<file path="config.mk">
export PLATFORM = sky130hd
export DESIGN_NAME = apb_master_bridge_flat
export DESIGN_NICKNAME = d
export VERILOG_FILES = /design/src/rtl/apb_pkg.sv /design/src/rtl/apb_master_bridge_if.sv /design/src/rtl/apb_cmd_fifo.sv /design/src/rtl/apb_master_bridge.sv /design/src/flat_wrapper.sv
export SDC_FILE = /design/constraint.sdc
export NUM_CORES = 1
export LEC_CHECK = 0
export CORE_UTILIZATION = 45
export CTS_BUF_LIST = sky130_fd_sc_hd__clkbuf_8 sky130_fd_sc_hd__clkbuf_16
export DETAILED_ROUTE_END_ITERATION = 6
export HOLD_SLACK_MARGIN = 0.06
export PLACE_DENSITY = 0.72
export SYNTH_ARGS = -nofsm -noshare
export SYNTH_HDL_FRONTEND = slang
export SYNTH_SLANG_ARGS = --single-unit
</file>
<file path="constraint.sdc">
create_clock -name pclk -period 1.95 [get_ports pclk]
set_input_delay 0.39 -clock pclk [delete_from_list [all_inputs] [get_ports pclk]]
set_output_delay 0.39 -clock pclk [all_outputs]
set_load 0.005 [all_outputs]
</file>
<file path="src/rtl/apb_pkg.sv">
// Shared types for the APB master bridge: FSM state encoding and the queued command record.
package apb_pkg;

    localparam int unsigned APB_ADDR_W = 3;
    localparam int unsigned APB_DATA_W = 8;

    typedef enum logic [1:0] {
        IDLE   = 2'd0,
        SETUP  = 2'd1,
        ACCESS = 2'd2
    } apb_state_e;

    typedef struct packed {
        logic                  write;
        logic [APB_ADDR_W-1:0] addr;
        logic [APB_DATA_W-1:0] wdata;
    } apb_cmd_t;

endpackage

</file>
<file path="src/rtl/apb_master_bridge_if.sv">
// Bundles the local command/response port and the APB bus of the bridge.
// The master modport is the bridge's view, the slave modport is the surrounding environment's.
interface apb_master_bridge_if
    import apb_pkg::*;
#(
    parameter int unsigned ADDR_W = APB_ADDR_W,
    parameter int unsigned DATA_W = APB_DATA_W
);

    logic              cmd_valid;
    logic              cmd_ready;
    logic              cmd_write;
    logic [ADDR_W-1:0] cmd_addr;
    logic [DATA_W-1:0] cmd_wdata;

    logic              rsp_valid;
    logic [DATA_W-1:0] rsp_rdata;
    logic              rsp_err;

    logic              pselx;
    logic              penable;
    logic              pwrite;
    logic [ADDR_W-1:0] paddr;
    logic [DATA_W-1:0] pwdata;
    logic [DATA_W-1:0] prdata;
    logic              pready;
    logic              pslverr;

    modport master (
        input  cmd_valid, cmd_write, cmd_addr, cmd_wdata,
        output cmd_ready,
        output rsp_valid, rsp_rdata, rsp_err,
        output pselx, penable, pwrite, paddr, pwdata,
        input  prdata, pready, pslverr
    );

    modport slave (
        output cmd_valid, cmd_write, cmd_addr, cmd_wdata,
        input  cmd_ready,
        input  rsp_valid, rsp_rdata, rsp_err,
        input  pselx, penable, pwrite, paddr, pwdata,
        output prdata, pready, pslverr
    );

endinterface

</file>
<file path="src/rtl/apb_cmd_fifo.sv">
// Synchronous command FIFO without bypass; pointers carry one extra wrap bit to tell full
// from empty.
module apb_cmd_fifo
    import apb_pkg::*;
#(
    parameter int unsigned DEPTH = 4
) (
    input  logic     clk,
    input  logic     rst_n,
    input  logic     push,
    input  apb_cmd_t push_data,
    output logic     full,
    input  logic     pop,
    output apb_cmd_t pop_data,
    output logic     empty
);

    localparam int unsigned PTR_W = $clog2(DEPTH);
    localparam logic [PTR_W:0] PtrOne = {{PTR_W{1'b0}}, 1'b1};

    apb_cmd_t       mem [DEPTH];
    logic [PTR_W:0] wr_ptr_q;
    logic [PTR_W:0] rd_ptr_q;
    logic           do_push;
    logic           do_pop;

    assign full     = (wr_ptr_q[PTR_W] != rd_ptr_q[PTR_W]) &&
                      (wr_ptr_q[PTR_W-1:0] == rd_ptr_q[PTR_W-1:0]);
    assign empty    = (wr_ptr_q == rd_ptr_q);
    assign do_push  = push && !full;
    assign do_pop   = pop && !empty;
    assign pop_data = mem[rd_ptr_q[PTR_W-1:0]];

    always_ff @(posedge clk or negedge rst_n) begin
        if (!rst_n) begin
            wr_ptr_q <= '0;
            rd_ptr_q <= '0;
        end else begin
            if (do_push) begin
                wr_ptr_q <= wr_ptr_q + PtrOne;
            end
            if (do_pop) begin
                rd_ptr_q <= rd_ptr_q + PtrOne;
            end
        end
    end

    // Storage needs no reset: entries are only read once the pointers say they are valid.
    always_ff @(posedge clk) begin
        if (do_push) begin
            mem[wr_ptr_q[PTR_W-1:0]] <= push_data;
        end
    end

endmodule

</file>
<file path="src/rtl/apb_master_bridge.sv">
// Queues local read/write commands and replays them as APB SETUP/ACCESS transfers, returning
// one response pulse per transfer. Define APB_MASTER_TIMEOUT_EN to bound ACCESS wait states.
module apb_master_bridge
    import apb_pkg::*;
#(
    parameter int unsigned ADDR_W         = APB_ADDR_W,
    parameter int unsigned DATA_W         = APB_DATA_W,
    parameter int unsigned FIFO_DEPTH     = 4,
    parameter int unsigned TIMEOUT_CYCLES = 15
) (
    input logic                 pclk,
    input logic                 preset_n,
    apb_master_bridge_if.master bus
);

    if (FIFO_DEPTH < 2 || (FIFO_DEPTH & (FIFO_DEPTH - 1)) != 0) begin : g_bad_depth
        $error("apb_master_bridge: FIFO_DEPTH must be a power of two >= 2");
    end
    if (TIMEOUT_CYCLES < 1) begin : g_bad_timeout
        $error("apb_master_bridge: TIMEOUT_CYCLES must be >= 1");
    end
    if (ADDR_W != APB_ADDR_W || DATA_W != APB_DATA_W) begin : g_bad_width
        $error("apb_master_bridge: ADDR_W/DATA_W must match the apb_cmd_t field widths");
    end

    apb_state_e        state_q;
    logic              pselx_q;
    logic              penable_q;
    logic              pwrite_q;
    logic [ADDR_W-1:0] paddr_q;
    logic [DATA_W-1:0] pwdata_q;
    logic              rsp_valid_q;
    logic              rsp_err_q;
    logic [DATA_W-1:0] rsp_rdata_q;

    apb_cmd_t          new_cmd;
    apb_cmd_t          head_cmd;
    logic              fifo_full;
    logic              fifo_empty;
    logic              pop;
    logic              xfer_done;
    logic              timeout;

    assign new_cmd = '{write: bus.cmd_write, addr: bus.cmd_addr, wdata: bus.cmd_wdata};

    apb_cmd_fifo #(
        .DEPTH (FIFO_DEPTH)
    ) u_cmd_fifo (
        .clk       (pclk),
        .rst_n     (preset_n),
        .push      (bus.cmd_valid),
        .push_data (new_cmd),
        .full      (fifo_full),
        .pop       (pop),
        .pop_data  (head_cmd),
        .empty     (fifo_empty)
    );

`ifdef APB_MASTER_TIMEOUT_EN
    localparam int unsigned WaitW = $clog2(TIMEOUT_CYCLES + 1);
    localparam logic [WaitW-1:0] WaitLast = WaitW'(TIMEOUT_CYCLES - 1);
    localparam logic [WaitW-1:0] WaitOne = {{(WaitW - 1){1'b0}}, 1'b1};

    logic [WaitW-1:0] wait_cnt_q;

    // The wait cycle that brings the count to TIMEOUT_CYCLES is the one that ends the transfer.
    assign timeout = (state_q == ACCESS) && !bus.pready && (wait_cnt_q == WaitLast);

    always_ff @(posedge pclk or negedge preset_n) begin
        if (!preset_n) begin
            wait_cnt_q <= '0;
        end else if (state_q == SETUP) begin
            wait_cnt_q <= '0;
        end else if (state_q == ACCESS && !bus.pready) begin
            wait_cnt_q <= wait_cnt_q + WaitOne;
        end
    end
`else
    assign timeout = 1'b0;
`endif

    always_comb begin
        xfer_done = (state_q == ACCESS) && (bus.pready || timeout);
        pop       = !fifo_empty && ((state_q == IDLE) || xfer_done);
    end

    always_ff @(posedge pclk or negedge preset_n) begin
        if (!preset_n) begin
            state_q     <= IDLE;
            pselx_q     <= 1'b0;
            penable_q   <= 1'b0;
            pwrite_q    <= 1'b0;
            paddr_q     <= '0;
            pwdata_q    <= '0;
            rsp_valid_q <= 1'b0;
            rsp_err_q   <= 1'b0;
            rsp_rdata_q <= '0;
        end else begin
            rsp_valid_q <= 1'b0;
            rsp_err_q   <= 1'b0;
            rsp_rdata_q <= '0;
            unique case (state_q)
                IDLE: begin
                    if (pop) begin
                        paddr_q  <= head_cmd.addr;
                        pwrite_q <= head_cmd.write;
                        pwdata_q <= head_cmd.wdata;
                        pselx_q  <= 1'b1;
                        state_q  <= SETUP;
                    end
                end
                SETUP: begin
                    penable_q <= 1'b1;
                    state_q   <= ACCESS;
                end
                ACCESS: begin
                    if (xfer_done) begin
                        rsp_valid_q <= 1'b1;
                        rsp_err_q   <= bus.pready ? bus.pslverr : 1'b1;
                        rsp_rdata_q <= (bus.pready && !pwrite_q) ? bus.prdata : '0;
                        penable_q   <= 1'b0;
                        // Chain straight into the next SETUP so a busy queue never idles the bus.
                        if (pop) begin
                            paddr_q  <= head_cmd.addr;
                            pwrite_q <= head_cmd.write;
                            pwdata_q <= head_cmd.wdata;
                            state_q  <= SETUP;
                        end else begin
                            pselx_q <= 1'b0;
                            state_q <= IDLE;
                        end
                    end
                end
                default: begin
                    pselx_q   <= 1'b0;
                    penable_q <= 1'b0;
                    state_q   <= IDLE;
                end
            endcase
        end
    end

    assign bus.cmd_ready = !fifo_full;
    assign bus.pselx     = pselx_q;
    assign bus.penable   = penable_q;
    assign bus.pwrite    = pwrite_q;
    assign bus.paddr     = paddr_q;
    assign bus.pwdata    = pwdata_q;
    assign bus.rsp_valid = rsp_valid_q;
    assign bus.rsp_err   = rsp_err_q;
    assign bus.rsp_rdata = rsp_rdata_q;

endmodule

</file>
<file path="src/flat_wrapper.sv">
// flat-port wrapper written by rule: the top's interface ports become plain ports
module apb_master_bridge_flat import apb_pkg::*;
#(
    parameter int unsigned ADDR_W         = APB_ADDR_W,
    parameter int unsigned DATA_W         = APB_DATA_W,
    parameter int unsigned FIFO_DEPTH     = 4,
    parameter int unsigned TIMEOUT_CYCLES = 15
)
  (pclk, preset_n, bus_cmd_valid, bus_cmd_write, bus_cmd_addr, bus_cmd_wdata, bus_cmd_ready, bus_rsp_valid, bus_rsp_rdata, bus_rsp_err, bus_pselx, bus_penable, bus_pwrite, bus_paddr, bus_pwdata, bus_prdata, bus_pready, bus_pslverr);
  apb_master_bridge_if #(.ADDR_W(ADDR_W), .DATA_W(DATA_W)) bus_i ();
  input logic pclk;
  input logic preset_n;
  input wire logic [$bits(bus_i.cmd_valid)-1:0] bus_cmd_valid;
  input wire logic [$bits(bus_i.cmd_write)-1:0] bus_cmd_write;
  input wire logic [$bits(bus_i.cmd_addr)-1:0] bus_cmd_addr;
  input wire logic [$bits(bus_i.cmd_wdata)-1:0] bus_cmd_wdata;
  output wire logic [$bits(bus_i.cmd_ready)-1:0] bus_cmd_ready;
  output wire logic [$bits(bus_i.rsp_valid)-1:0] bus_rsp_valid;
  output wire logic [$bits(bus_i.rsp_rdata)-1:0] bus_rsp_rdata;
  output wire logic [$bits(bus_i.rsp_err)-1:0] bus_rsp_err;
  output wire logic [$bits(bus_i.pselx)-1:0] bus_pselx;
  output wire logic [$bits(bus_i.penable)-1:0] bus_penable;
  output wire logic [$bits(bus_i.pwrite)-1:0] bus_pwrite;
  output wire logic [$bits(bus_i.paddr)-1:0] bus_paddr;
  output wire logic [$bits(bus_i.pwdata)-1:0] bus_pwdata;
  input wire logic [$bits(bus_i.prdata)-1:0] bus_prdata;
  input wire logic [$bits(bus_i.pready)-1:0] bus_pready;
  input wire logic [$bits(bus_i.pslverr)-1:0] bus_pslverr;
  assign bus_i.cmd_valid = bus_cmd_valid;
  assign bus_i.cmd_write = bus_cmd_write;
  assign bus_i.cmd_addr = bus_cmd_addr;
  assign bus_i.cmd_wdata = bus_cmd_wdata;
  assign bus_cmd_ready = bus_i.cmd_ready;
  assign bus_rsp_valid = bus_i.rsp_valid;
  assign bus_rsp_rdata = bus_i.rsp_rdata;
  assign bus_rsp_err = bus_i.rsp_err;
  assign bus_pselx = bus_i.pselx;
  assign bus_penable = bus_i.penable;
  assign bus_pwrite = bus_i.pwrite;
  assign bus_paddr = bus_i.paddr;
  assign bus_pwdata = bus_i.pwdata;
  assign bus_i.prdata = bus_prdata;
  assign bus_i.pready = bus_pready;
  assign bus_i.pslverr = bus_pslverr;
  apb_master_bridge #(.ADDR_W(ADDR_W), .DATA_W(DATA_W), .FIFO_DEPTH(FIFO_DEPTH), .TIMEOUT_CYCLES(TIMEOUT_CYCLES)) u_core (.pclk(pclk), .preset_n(preset_n), .bus(bus_i));
endmodule
</file>
---- After elaboration in Yosys (flattened, before gate mapping) ----
Memory sizes are Yosys's and may differ from the RTL's.
Cells that the tools add are included.
operators by class
  add/sub/neg operators ................... 2
  equal/unequal tests ..................... 8
  muxes and demuxes ....................... 29
  bitwise operators ....................... 2
  reduce and logical (&&, ||, !) cells .... 16
operators with widths
  kind                 count
  $mux 8               5
  $pmux 8 s2           1
  $mux 1               14
  $add 3x1->3 const B  2
  $logic_and 1x1->1    6
  $mux 3               2
  $pmux 1 s3           2
  $pmux 2 s3           1
  $pmux 3 s2           1
  $reduce_and 2->1     3
  $mux 2               2
  $ne 2x2->1 const B   2
  $reduce_and 4->1     1
  $eq 3x3->1           1
  $logic_not 1->1      3
  $eq 2x1->1 const B   1
  $eq 2x2->1           1
  $eq 2x2->1 const B   1
  $logic_not 2->1      1
  $ne 2x1->1 const B   1
  $not 1->1            2
  $pmux 1 s2           1
  $reduce_bool 2->1    1
  $logic_or 1x1->1     1
  $ne 1x1->1           1
storage, ports and cells
  register bits ........................... 32
  RAM bits ................................ 48
  bits of input ports ..................... 25
  logic and storage cells ................. 69
  memories ................................ 1
memory list
  name                   depth  width  rd ports  clocked after memory_dff  write ports  RTL line            source
  u_core.u_cmd_fifo.mem  4      12     1         0                         1            apb_cmd_fifo.sv:21  apb_cmd_t mem [DEPTH];

---- Depth between registers and ports, before layout ----
  depth after elaboration ................. 7
  gate-level depth with buffers ........... 6
  mapped depth without buffers ............ 4

---- Modules after synthesis ----
Synthesis repeated with hierarchy kept, for this count alone.
second synthesis, totals
  cells, all modules ...................... 176
  area, all modules ....................... 3200.6 um^2
by module, submodules not included
  module             instances  cells each  area an instance (um^2)  seq. area each (um^2)
  apb_cmd_fifo       1          112         2204.6                   1591.5
  apb_master_bridge  1          64          996.0                    650.6

---- Worst setup path after synthesis ----
OpenSTA, ideal clock, no wires.
  path type ............................... register -> register
  start point ............................. register u_core.u_cmd_fifo.rd_ptr_q[0]
  end point ............................... memory u_core.u_cmd_fifo.mem[3][0] in the netlist's numbering, enable pin
  library setup time ...................... 362 ps
  arrival ................................. 1508 ps
  data required time ...................... 1588 ps
  setup slack ............................. 79 ps
  stages on the path, launching flop included .. 5
  cells stage by stage .................... dfrtp_1 buf_4 xnor2_2 a31oi_1 and2_1
between the ends
  word-level cells in the longest chain between the ends .. 6
ends and longest elaborated chain
  what                          RTL line            source
  start: declaration            apb_cmd_fifo.sv:23  logic [PTR_W:0] rd_ptr_q;
  start signal: assignment      apb_cmd_fifo.sv:43  rd_ptr_q <= rd_ptr_q + PtrOne;
  $eq 2x2->1                    apb_cmd_fifo.sv:28  (wr_ptr_q[PTR_W-1:0] == rd_ptr_q[PTR_W-1:0]);
  $logic_and 1x1->1             apb_cmd_fifo.sv:27  assign full = (wr_ptr_q[PTR_W] != rd_ptr_q[PTR_W]) &&
  $logic_not 1->1               apb_cmd_fifo.sv:30  assign do_push = push && !full;
  $logic_and 1x1->1             apb_cmd_fifo.sv:30
  $mux 1                        apb_cmd_fifo.sv:50  if (do_push) begin
  $mux 1 (implied by the code)  apb_cmd_fifo.sv:51  mem[wr_ptr_q[PTR_W-1:0]] <= push_data;
  end: declaration              apb_cmd_fifo.sv:21
Every way passes these cells.

---- Worst setup path in the final report ----
  start point ............................. register u_core.u_cmd_fifo.rd_ptr_q[1]
  end point ............................... memory u_core.u_cmd_fifo.mem[2][4] in the netlist's numbering, enable pin
The elaborated chain is that of the path after synthesis.

==> flow_metrics.py <==
metrics = {
    "clocking": {
        "hold_buffers": 0,
        "root_buffer": "clkbuf_8",
        "clk_pin_slew_worst_paths_ps": 70,
        "insertion_delay_ps": 330,
        "h-tree-depth": 3,
        "clock_sinks": 80,
        "numCtsBuffers": 9,
        "cts_tree": "built",
        "clock_path_buffers": 2,
    },
    "sta": {
        "setup-violations-final": 0,
        "slew_viol_final": 0,
        "fmax_ghz": 0.555,
        "fin_crit_sh": 0.924,
        "fin_ws_ps": 148,
        "hold_viol_final": 0,
        "worst-slew-pin-transition_ps": 415,
        "grt_setup_unrepaired": "false",
        "setup_tns_ps": 0,
        "layout_min_cycle_time_ps": 1800,
        "relSlewSlack": 0.724,
        "whs_ps": 460,
        "clock_skew_ps": 4.73,
    },
    "global_route": {
        "grt_max_degree": 33,
        "grt_pass1_wl_um": 8220,
        "overflow": 0,
        "grt_pass1_vias": 1636,
        "antenna_found_initial": 0,
        "groute.usage.overall": 0.157,
    },
    "place": {
        "placedCellCount": 292,
        "hpwl_um": 3300,
        "dp_slack_ps": 16.7,
        "gp_congestion": 0.699,
        "io_buffer_count": 49,
    },
    "power": {
        "p_switching_uw": 1720,
        "p_total_uw": 6200,
        "seq_power_share": 0.417,
        "combPwrFrac": 0.386,
        "power_density_nw_per_um2": 1540,
        "leakagePower_uw": 0.00153,
        "ir_worst_vdd_mv": 0.670,
        "p_int_uw": 4470,
        "p_clk_frac": 0.196,
        "switching_share": 0.278,
    },
    "worst_setup_path": {
        "endpoint_kind": "register",
        "cp-start-kind": "register",
        "worst-setup-path-type": "register to register",
        "r2r_start": "u_core.u_cmd_fifo.rd_ptr_q[1]$_DFFE_PN0P_",
        "worstPathMaxFanout": 7,
        "required_ps": 1990,
        "cp.arrival_ps": 1850,
        "cp-startpoint": "u_core.u_cmd_fifo.rd_ptr_q[1]$_DFFE_PN0P_",
    },
    "synth": {
        "yosysWarningCount": 0,
        "netlist_instances": 157,
        "syn_nets": 187,
        "postSynthAreaPerCell_um2": 19.4,
        "yosys_register_bits": 80,
        "ys_types": 25,
        "synth_area_um2": 3050,
        "synth-seq-area-share": 0.735,
    },
    "floorplan": {
        "ios": 50,
        "start_util": 0.472,
        "die_area_um2": 7110,
        "die_h_um": 84.3,
        "rows": 29,
        "core_area_um2": 6460,
        "die_x_um": 84.3,
    },
    "final_layout": {
        "final_net_count": 263,
        "layout_common_cells": "clkdlybuf4s50_1 (48), edfxtp_1 (48), dfrtp_1 (28), buf_4 (18)",
        "stdcell_count": 314,
        "drive_gt1_frac": 0.270,
        "diodes": 0,
        "areaGrowthSynthToFinish_pct": 31.6,
    },
    "status": {
        "violations": "DRC",
        "status": "finished with violations",
    },
    "routing": {
        "drtPass1Iterations": 6,
        "drcViolationCount": 7,
        "vias": 1596,
        "wire_per_inst_um": 15.8,
        "antenna_left": 0,
        "viasPerCell": 5.08,
        "drt_iter0_markers": 63,
        "drt_wl_total_um": 4970,
    },
    "flow_run": {
        "maxCapViolations": 0,
    },
    "hold_path": {
        "hp-class": "input port to async pin",
    },
}
-- power by group through the flow --
stage / clock (uW) / combinational, uW / sequential, uW
after floorplan: 0 / 1350 / 2570
after global placement: 0 / 2170 / 2600
after detailed placement: 0 / 2220 / 2610
after CTS: 1250 / 2380 / 2600
after global routing: 1330 / 2610 / 2650
final: 1220 / 2390 / 2590
-- what timing repair did --
action                     4_1_cts  5_1_grt
buffers inserted                 4        3
setup endpoints to repair        1        1
hold endpoints to repair         0        0
pin swaps                        2        0
resized for setup                5        2
-- synthesized netlist by cell type, drive strengths merged --
library cell / instances / area (um^2)
nor2b: 2 / 12.5
nand2: 2 / 7.51
clkbuf: 1 / 3.75
dfrtp: 32 / 801
xor2: 3 / 26.3
a311oi: 1 / 26.3
nand4: 1 / 6.26
nand3: 3 / 15.0
nand3b: 1 / 7.51
xnor2: 5 / 58.8
buf: 3 / 23.8
edfxtp: 48 / 1440
and2: 13 / 81.3
a21oi: 1 / 5.00
mux2: 13 / 146
a31oi: 1 / 6.26
o21a: 1 / 7.51
and3: 1 / 6.26
o21ai: 4 / 20.0
ha: 5 / 62.6
mux4: 12 / 270
inv: 4 / 15.0
-- state kept, by name, indices dropped and copies added (netlist names) --
name / count
u_core.bus.paddr: 3
u_core.bus.penable: 1
u_core.bus.pselx: 1
u_core.bus.pwdata: 8
u_core.bus.pwrite: 1
u_core.bus.rsp_err: 1
u_core.bus.rsp_rdata: 8
u_core.bus.rsp_valid: 1
u_core.state_q: 2
u_core.u_cmd_fifo.mem: 48
u_core.u_cmd_fifo.rd_ptr_q: 3
u_core.u_cmd_fifo.wr_ptr_q: 3
-- metrics by stage --
step | cell area, um^2 | util
global placement | 3730 | 0.578
CTS | 3990 | 0.618
floorplan | 3050 | -
finish | 4020 | 0.622
global route | 4020 | 0.622
detailed placement | 3730 | 0.578
-- kinds of logic (layout without fill, tap and decap cells) --
family | after synthesis | after routing | synth area share
adder cells (fa/ha/maj) | 5 | 5 | 0.0205
multiplexers | 25 | 25 | 0.137
buffers and inverters | 8 | 88 | 0.0139
flip-flops | 80 | 80 | 0.735
XOR/XNOR | 8 | 8 | 0.0279
AO/OA/AOI/OAI | 8 | 8 | 0.0213
AND/OR/NAND/NOR | 23 | 23 | 0.0447
-- layer usage --
metal / vias to the layer above / GRT usage / wire length [um]
met5: - / 0 / 0
met4: 0 / 0.0647 / 68
met3: 8 / 0.0462 / 296
met2: 53 / 0.282 / 2650
met1: 793 / 0.175 / 1950
li1: 742 / - / -
-- path summary, 6_finish.rpt --
path / endpoint / slack [ps] / cells after the start
max: u_core.u_cmd_fifo.mem[2][4]$_DFFE_PP_ / 150 / 6
min: u_core.bus.pselx$_DFFE_PN0P_ / 460 / 2
max reg2reg: u_core.u_cmd_fifo.mem[2][4]$_DFFE_PP_ / 150 / 6
min reg2reg: u_core.bus.penable$_DFFE_PN0P_ / 490 / 1
max in group asynchronous: u_core.u_cmd_fifo.wr_ptr_q[0]$_DFFE_PN0P_ / 1170 / 2
min in group pclk: u_core.bus.penable$_DFFE_PN0P_ / 490 / 1
-- layout make-up --
type / count / area (um^2)
Fill cell: 472 / 2440
Inverter: 4 / 15.0
Timing Repair Buffer: 69 / 668
Tap cell: 77 / 96.3
Multi-Input combinational cell: 69 / 788
Clock buffer: 9 / 124
Clock inverter: 6 / 76.3
Sequential cell: 80 / 2250
-- critical path, cell delays in order, from the launching register on --
cell and delay (ps):
dfrtp_2 450, xnor2_4 150, buf_4 150, a31oi_1 220
buf_4 180, and2_1 170, buf_4 190
No activity file was read; power rests on OpenSTA's default activity.
